[config.mk]
export PLATFORM = sky130hd
export DESIGN_NAME = bno_i2c_master
export DESIGN_NICKNAME = d
export VERILOG_FILES = /design/src/rtl/bno_i2c_master.sv
export SDC_FILE = /design/constraint.sdc
export NUM_CORES = 1
export LEC_CHECK = 0
export ABC_CLOCK_PERIOD_IN_PS = 6450
export CAP_MARGIN = 15
export CORE_MARGIN = 5
export CORE_UTILIZATION = 45
export CTS_CLUSTER_SIZE = 25
export DETAILED_ROUTE_END_ITERATION = 10
export PLACE_DENSITY = 0.67
export SYNTH_ARGS = -nofsm -noshare
export SYNTH_HDL_FRONTEND = slang
export SYNTH_SLANG_ARGS = --single-unit
export TNS_END_PERCENT = 1
[constraint.sdc]
create_clock -name clk -period 6.45 [get_ports clk]
set_clock_uncertainty 0.2 [all_clocks]
set_input_delay 1.29 -clock clk [delete_from_list [all_inputs] [get_ports clk]]
set_output_delay 1.29 -clock clk [all_outputs]
set_load 0.1 [all_outputs]
[src/rtl/bno_i2c_master.sv]
// Byte-level I2C master for the BNO sensor bus; drives open-drain SCL/SDA output enables.
// Optional BNO_I2C_CLK_STRETCH_EN: quarter timer holds while a released SCL is held low by the slave.
`timescale 1ns/1ps
module bno_i2c_master #(
    parameter int QDIV   = 30,
    parameter int QDIV_W = 8
) (
    input  logic       clk,
    input  logic       rst_n,
    input  logic       cmd_valid,
    output logic       cmd_ready,
    input  logic [1:0] cmd,
    input  logic [7:0] tx_data,
    input  logic       rd_nack,
    output logic       rsp_valid,
    output logic [7:0] rx_data,
    output logic       rsp_nack,
    output logic       rsp_err,
    output logic       bus_active,
    output logic       scl_oe,
    output logic       sda_oe,
    input  logic       scl_in,
    input  logic       sda_in
);
    typedef enum logic [2:0] {S_IDLE, S_START, S_BIT, S_ACK, S_STOP} state_t;

    localparam logic [1:0] CMD_START = 2'b00;
    localparam logic [1:0] CMD_WRITE = 2'b01;
    localparam logic [1:0] CMD_READ  = 2'b10;
    localparam logic [1:0] CMD_STOP  = 2'b11;
    localparam logic [QDIV_W-1:0] Q_LAST = QDIV_W'(QDIV - 1);

    state_t            r_state;
    state_t            w_next;
    logic [QDIV_W-1:0] r_q;
    logic [1:0]        r_phase;
    logic [2:0]        r_bit;
    logic [1:0]        r_cmd;
    logic [7:0]        r_tx;
    logic [7:0]        r_rx;
    logic [7:0]        r_rx_data;
    logic              r_rd_nack;
    logic              r_ack_smp;
    logic              r_bus_active;
    logic              r_rsp_valid;
    logic              r_rsp_nack;
    logic              r_rsp_err;
    logic              r_sda_keep;
    logic              w_accept;
    logic              w_reject;
    logic              w_hold;
    logic              w_wrap;
    logic              w_last_q;
    logic              w_done;
    logic              w_scl_oe;
    logic              w_sda_oe;

    assign w_accept = cmd_valid && (r_state == S_IDLE);
    assign w_reject = w_accept && (cmd != CMD_START) && !r_bus_active;

`ifdef BNO_I2C_CLK_STRETCH_EN
    assign w_hold = (r_state != S_IDLE) && !w_scl_oe && !scl_in;
`else
    logic w_unused_scl;
    assign w_unused_scl = scl_in;
    assign w_hold       = 1'b0;
`endif

    assign w_wrap   = (r_q == Q_LAST) && !w_hold;
    assign w_last_q = w_wrap && (r_phase == 2'd3);
    assign w_done   = (r_state != S_IDLE) && (w_next == S_IDLE);

    always_ff @(posedge clk or negedge rst_n) begin
        if (!rst_n) begin
            r_state <= S_IDLE;
        end else begin
            r_state <= w_next;
        end
    end

    always_comb begin
        w_next = r_state;
        case (r_state)
            S_IDLE: begin
                if (w_accept && !w_reject) begin
                    case (cmd)
                        CMD_START: w_next = S_START;
                        CMD_STOP:  w_next = S_STOP;
                        default:   w_next = S_BIT;
                    endcase
                end
            end
            S_START, S_ACK, S_STOP: if (w_last_q) w_next = S_IDLE;
            S_BIT:   if (w_last_q && (r_bit == 3'd7)) w_next = S_ACK;
            default: w_next = S_IDLE;
        endcase
    end

    // Between commands on an active bus SCL is parked low and SDA keeps its last level,
    // so the next command only ever moves SDA while SCL is already low.
    always_comb begin
        w_scl_oe = 1'b0;
        w_sda_oe = 1'b0;
        case (r_state)
            S_IDLE: begin
                w_scl_oe = r_bus_active;
                w_sda_oe = r_bus_active && r_sda_keep;
            end
            S_START: begin
                w_scl_oe = (r_phase == 2'd0) && r_bus_active;
                w_sda_oe = r_phase[1];
            end
            S_BIT: begin
                w_scl_oe = !r_phase[1];
                w_sda_oe = (r_cmd == CMD_WRITE) && !r_tx[7];
            end
            S_ACK: begin
                w_scl_oe = !r_phase[1];
                w_sda_oe = (r_cmd == CMD_READ) && !r_rd_nack;
            end
            S_STOP: begin
                w_scl_oe = (r_phase == 2'd0);
                w_sda_oe = !r_phase[1];
            end
            default: begin
                w_scl_oe = 1'b0;
                w_sda_oe = 1'b0;
            end
        endcase
    end

    always_ff @(posedge clk or negedge rst_n) begin
        if (!rst_n) begin
            r_q     <= '0;
            r_phase <= 2'd0;
        end else if (r_state == S_IDLE) begin
            r_q     <= '0;
            r_phase <= 2'd0;
        end else if (!w_hold) begin
            if (r_q == Q_LAST) begin
                r_q     <= '0;
                r_phase <= r_phase + 2'd1;
            end else begin
                r_q <= r_q + 1'b1;
            end
        end
    end

    always_ff @(posedge clk or negedge rst_n) begin
        if (!rst_n) begin
            r_bit        <= 3'd0;
            r_cmd        <= CMD_START;
            r_tx         <= 8'h00;
            r_rx         <= 8'h00;
            r_rx_data    <= 8'h00;
            r_rd_nack    <= 1'b0;
            r_ack_smp    <= 1'b0;
            r_bus_active <= 1'b0;
            r_rsp_valid  <= 1'b0;
            r_rsp_nack   <= 1'b0;
            r_rsp_err    <= 1'b0;
            r_sda_keep   <= 1'b0;
        end else begin
            r_rsp_valid <= w_reject || w_done;
            r_rsp_err   <= w_reject;
            r_rsp_nack  <= w_done && (r_state == S_ACK) && (r_cmd == CMD_WRITE) && r_ack_smp;
            if (w_accept) begin
                r_cmd     <= cmd;
                r_tx      <= tx_data;
                r_rd_nack <= rd_nack;
                r_bit     <= 3'd0;
            end
            if ((r_state == S_BIT) && w_wrap && (r_phase == 2'd2)) r_rx <= {r_rx[6:0], sda_in};
            if ((r_state == S_ACK) && w_wrap && (r_phase == 2'd2)) r_ack_smp <= sda_in;
            if ((r_state == S_BIT) && w_last_q) begin
                r_tx  <= {r_tx[6:0], 1'b0};
                r_bit <= r_bit + 3'd1;
            end
            if (w_done && (r_state == S_ACK) && (r_cmd == CMD_READ)) r_rx_data <= r_rx;
            if (w_done && (r_state == S_START)) r_bus_active <= 1'b1;
            if (w_done && (r_state == S_STOP))  r_bus_active <= 1'b0;
            if (r_state != S_IDLE) r_sda_keep <= w_sda_oe;
        end
    end

    assign cmd_ready  = (r_state == S_IDLE);
    assign rsp_valid  = r_rsp_valid;
    assign rx_data    = r_rx_data;
    assign rsp_nack   = r_rsp_nack;
    assign rsp_err    = r_rsp_err;
    assign bus_active = r_bus_active;
    assign scl_oe     = w_scl_oe;
    assign sda_oe     = w_sda_oe;
endmodule

# After elaboration in Yosys (flattened, before gate mapping)

Cells that the tools add are included.

Bits in registers: 49
Output and inout bits: 15
Logic and storage cells: 85
Input bits: 16

$add $sub $neg: 3
Muxes and demuxes: 17
Equal/unequal tests: 11
Reduce and logical (&&, ||, !) cells: 39

Operators with widths:

| kind                                                 | number |
|---|---|
| two-way mux 8 bit                                    | 4 |
| logical AND 1 bit                                    | 22 |
| two-way mux 3 bit                                    | 5 |
| one-hot mux 3 bit (3 select lines)                   | 1 |
| adder 8 x 1 -> 8 bit (second input constant)         | 1 |
| equality test 2 bit (second input constant)          | 4 |
| equality test 8 x 5 -> 1 bit (second input constant) | 1 |
| nonzero test 2 bit                                   | 4 |
| equality test 3 x 2 -> 1 bit (second input constant) | 2 |
| equality test 3 bit (second input constant)          | 2 |
| logical NOT 3 bit                                    | 2 |
| one-hot mux 3 bit (2 select lines)                   | 1 |
| logical NOT 1 bit                                    | 5 |
| one-hot mux 1 bit (5 select lines)                   | 1 |
| logical NOT 2 bit                                    | 2 |
| two-way mux 2 bit                                    | 2 |
| one-hot mux 1 bit (4 select lines)                   | 1 |
| adder 3 x 1 -> 3 bit (second input constant)         | 1 |
| equality test 3 x 1 -> 1 bit (second input constant) | 1 |
| nonzero test 3 bit                                   | 1 |
| OR reduction 3 bit                                   | 1 |
| adder 2 x 1 -> 2 bit (second input constant)         | 1 |
| equality test 2 x 1 -> 1 bit (second input constant) | 1 |
| two-way mux 1 bit                                    | 2 |
| 2 further kinds                                      | 2 |

# Longest topological paths before layout

Word-level depth: 13
Gate-level depth with buffers: 7

# Least setup slack after synthesis

Ideal clock, no wire load.

Kind: register to output
Start point: reg r_state[2]
End point: out sda_oe
Stages on the path, launching flop included: 6
Required time: 4960 ps
Arrival: 3912 ps
Path slack: 1048 ps
Buffers on the path: 2
Path through: dfrtp_1 -> clkbuf_1 -> clkbuf_1 -> nor3_1 -> nand3_1 -> nand3_1

Word-level cells in the longest chain between the ends: 2
Elaborated cells between the ends (all ways): 6
Classes of those cells: eq/ne (4); mux (1); reduce/logical (1)

RTL lines:

| element                            | line | source |
|---|---|---|
| from (decl)                        | 33   | `state_t r_state;` |
| from (signal assigned)             | 77   | `r_state <= w_next;` |
| logical NOT 3 bit                  | -    |  |
| net cmd_ready                      | 11   | `output logic cmd_ready,` |
| one-hot mux 1 bit (5 select lines) | 104  | `case (r_state)` |
| to (decl)                          | 21   | `output logic sda_oe,` |

The timed path passes the listed nets, and every way through them passes these cells.

# Final worst setup path

Start point: reg r_state[2]
End point: out sda_oe

Word-level cells in the longest chain between the ends: 2
Elaborated cells between the ends (all ways): 6
Classes of those cells: eq/ne (4); mux (1); reduce/logical (1)

RTL lines:

| element                                     | line |
|---|---|
| equality test 3 bit (tied with other cells) | 104 |
| one-hot mux 1 bit (5 select lines) (*)      | 104 |

Every way passes the cells marked *; elsewhere a longest branch is shown, timed or not.

==> results.txt <==
----------------------------------------------------
[Run status]
  Run status ... finished clean

[Worst setup path]
  Setup crit end kind ... primary output
  Path type of the worst setup path ... register to primary output
  Reg2reg start ... r_q[1]
  R2r worst-path depth ... 5
  Critical Path, Cell by Cell ... or3b_2 > a21o_1 > nand3_1 > clkdlybuf4s50_1
  RR Endpoint ... rx_data[2]
  Slowest stage delay, CP ... 1.13 ns
  Top fanout value on the critical path ... 17
  Worst R2R Setup Slack ... a little under 4 ns
  Data required time of the worst path ... 4.96 ns
  Critical-path cell with the highest stage delay ... clkdlybuf4s50_1
  Worst endpoint data arrival time ... 2.85 ns
  Critical Path Source Type ... register

[Floorplan]
  DIE AREA ... 0.006925 sq mm
  Vertical extent of the die ... 83.22 microns
  Horizontal die dimension ... 83.22 microns
  Standard cell core area ... 0.005172 sq mm
  I/O pins ... 31
  Starting Density ... 46.64%
  # rows ... 26

[Cells and area]
  Share of post-route cells with drive strength above 1 ... 14.62%
  Final nets ... 277
  Antenna Diode Count ... 0
  Number of fill cells ... 456
  Relative area change from synthesis to final layout ... 18.21%
  Most frequent cells in the layout ... dfrtp_1, clkdlybuf4s50_1, nand2_1, mux2_2
  Leading cell type in the layout, fill and taps excluded ... dfrtp_1

[Global route]
  Number of global-route vias before repair ... 1850
  Wire length of the first global-routing pass ... 8645 microns
  Total global routing overflow ... 0
  Global Route Usage Sum ... 14.94%
  Maximum number of pins on one net before global-route repair ... 50
  Number of antenna violations at the first check in global routing ... 0

[Yosys]
  Share of synthesized area occupied by flip-flops and latches ... 50.83%
  Largest cells by area after synthesis ... dfrtp_1, mux2_2, ha_1, nand2_1, nand4_1
  Most frequently used flop master after synthesis ... dfrtp_1
  Fraction of post-synthesis cell area in the top cell type by area ... 50.83%
  Post-Synthesis Mean Instance Area ... 10.67 sq um
  Number of cells produced by synthesis ... 226
  Post-synthesis cell area ... 0.002412 sq mm
  Number of flops mapped to enable cells by yosys ... 0
  Synthesis-stage register bit count ... 49
  Synth area leader ... dfrtp_1
  Unique cell type count in the Yosys netlist ... 44
  Share of flip-flops with an asynchronous set or reset ... 100.0%
  Synth Warn # ... 0
  Post-Synthesis Net Count ... 251

[Worst hold path]
  Worst Hold Depth ... 2
  Min-Delay Endpoint ... r_sda_keep
  Worst hold path class ... register to register
  Worst hold start ... r_sda_keep

[STA]
  Highest clock frequency the design can meet ... 230.5 MHz
  Final-report hold violation count ... 0
  Max Transition Viols Final ... 0
  Period minus WS final ... around 4.3 ns
  RSZ-0062 raised after global routing ... false
  Slew HR ... 34.72%
  Fin worst setup slack ... around 2.1 ns
  Setup_tns ... 0 ns
  Final setup violation count ... 0
  Post-route fraction of the period consumed by the critical path ... 67.26%
  Worst-Margin Slew ... 0.9762 ns

[Clock network]
  Clock latency reported for the late side of the worst-skew pair ... around 0.3 ns
  Number of buffers created by CTS ... 5
  Clock tree sinks ... 49
  H-tree depth ... 2
  Clk slew on worst S/H paths ... 0.09 ns
  Post-CTS Hold Buffers ... 0
  Clock root buffer master ... clkbuf_8
  CTS tree ... yes
  Number of cells upsized or downsized after cts ... 0
  Postcts setup bufs ... 0
  Number of buffers on the longest clock path ... 2

[Placed design]
  Placer congestion estimate ... 0.7841
  Half-perimeter wire length after detailed placement ... 3397 microns
  Count of input and output buffers ... 29
  Setup Slack @ Placement ... 2.451 ns

[Routing]
  Violation count after the first detailed-route iteration ... 107
  Final ANT Viol Nets ... 0
  Number of detailed-route iterations in the first pass ... 4
  Detailed-route DRC error count ... 0
  Total detailed-routing wirelength ... around 4800 microns
  Via count ... ~1800
  Routed vias/inst ... 5.526
  WL/cell ... roughly 15 microns

[Power and ir drop]
  Net Sw Frac ... between 40% and 50%
  Net switching power figure ... 0.0004024 W
  Maximum resistive drop on vdd ... roughly 0.00024 V
  PD cells ... 333.2 mW/mm^2
  Internal Power ... 0.0005478 W
  Sequential share of power ... about 45%
  Share of total power in combinational logic ... 35.4%
  Leakage power ... 1.244 nW
  Portion of total power attributed to the clock network ... a little under a fifth

[Flow run]
  Max-capacitance violation count ... 0

----------------------------------------------------
## layout make-up
| cell class | instances | area [sq um] | share of cell area [%] |
|---|---|---|---|
| timing repair buffer | 31 | 300.3 | 10.53 |
| multi-input combinational | 156 | 1110 | 38.92 |
| clock inverter | 3 | 25.02 | 0.8776 |
| inverter | 9 | 33.78 | 1.185 |
| clock buffer | 5 | 68.82 | 2.413 |
| tap | 70 | 87.58 | 3.072 |
| sequential | 49 | 1226 | 43.00 |
## logic make-up after synthesis
kind of cell    after synthesis  synth area share, %
simple gates                 88                21.58
buf+inv                      21                3.423
compound gates               37                9.596
flops                        49                50.83
fa+ha+maj                     9                4.668
mux                          19                8.817
xor+xnor                      3                1.089
## per-stage QoR
| step | hold WS (ns) | area, sq um | instances | total power [W] | utilization [%] |
|---|---|---|---|---|---|
| floorplan | 0.2466 | 2412 | 226 | 0.0006845 | - |
| global placement | 0.2793 | 2758 | 315 | 0.0007674 | 53.31 |
| detailed placement | 0.2896 | 2758 | 315 | 0.0007751 | 53.31 |
| CTS | 0.3024 | 2851 | 323 | 0.0009587 | 55.13 |
| global route | 0.3256 | 2851 | 323 | 0.001013 | 55.13 |
| finish | 0.3043 | 2851 | 323 | 0.0009502 | 55.13 |
## flip-flops by register name, summed over array words and instances, names as in the netlist
signal      cells
r_q             8
r_rx            8
r_tx            8
rx_data         8
r_bit           3
r_state         3
r_cmd           2
r_phase         2
bus_active      1
r_ack_smp       1
r_rd_nack       1
r_sda_keep      1
rsp_err         1
rsp_nack        1
rsp_valid       1
## power by group through the flow
stage,sequential (W),combinational (W),clock [W]
after global placement,0.000433,0.000334,0
after detailed placement,0.000436,0.000339,0
after floorplan,0.000430,0.000255,0
after global routing,0.000440,0.000369,0.000203
after CTS,0.000430,0.000340,0.000189
final,0.000431,0.000337,0.000183
## worst max-delay path by stage
stage                     startpoint     end  slack [ns]  cells past startpoint
after floorplan           r_state[2]  sda_oe        1.05                      5
after global placement    r_state[2]  sda_oe        2.47                      4
after detailed placement  r_state[2]  sda_oe        2.45                      4
after CTS                 r_state[2]  sda_oe        2.12                      4
after global routing      r_state[0]  sda_oe        2.04                      4
final                     r_state[2]  sda_oe        2.11                      4
## synth_stat cells, drive strengths merged, types with 2 or more instances
| cell type | instances |
|---|---|
| a21oi | 8 |
| a22oi | 2 |
| buf | 3 |
| clkbuf | 9 |
| dfrtp | 49 |
| ha | 9 |
| inv | 9 |
| mux2 | 18 |
| nand2 | 27 |
| nand3 | 10 |
| nand3b | 5 |
| nand4 | 12 |
| nor2 | 9 |
| nor2b | 2 |
| nor3 | 2 |
| nor3b | 2 |
| nor4 | 3 |
| nor4b | 2 |
| nor4bb | 2 |
| o211ai | 9 |
| o21ai | 11 |
| or3 | 3 |
| or3b | 2 |
| xor2 | 2 |
## per-layer routing
layer | GRT usage [%] | wire length, microns | vias up | part of all wire (%)
li1 | - | - | 868 | -
met1 | 19.46 | 2282 | 882 | 48
met2 | 24.20 | 2261 | 28 | 47
met3 | 3.465 | 194 | 7 | 4.0
met4 | 5.498 | 65 | 0 | 1.4
met5 | 0 | 0 | - | 0
## critical path, delay by kind of cell (launching register included)
kind / cells / cell delay, ns
flops: 1 / 0.67
compound gates: 1 / 0.20
buf+inv: 1 / 1.13
simple gates: 2 / 0.54
Power figures use the tool's default switching activity.
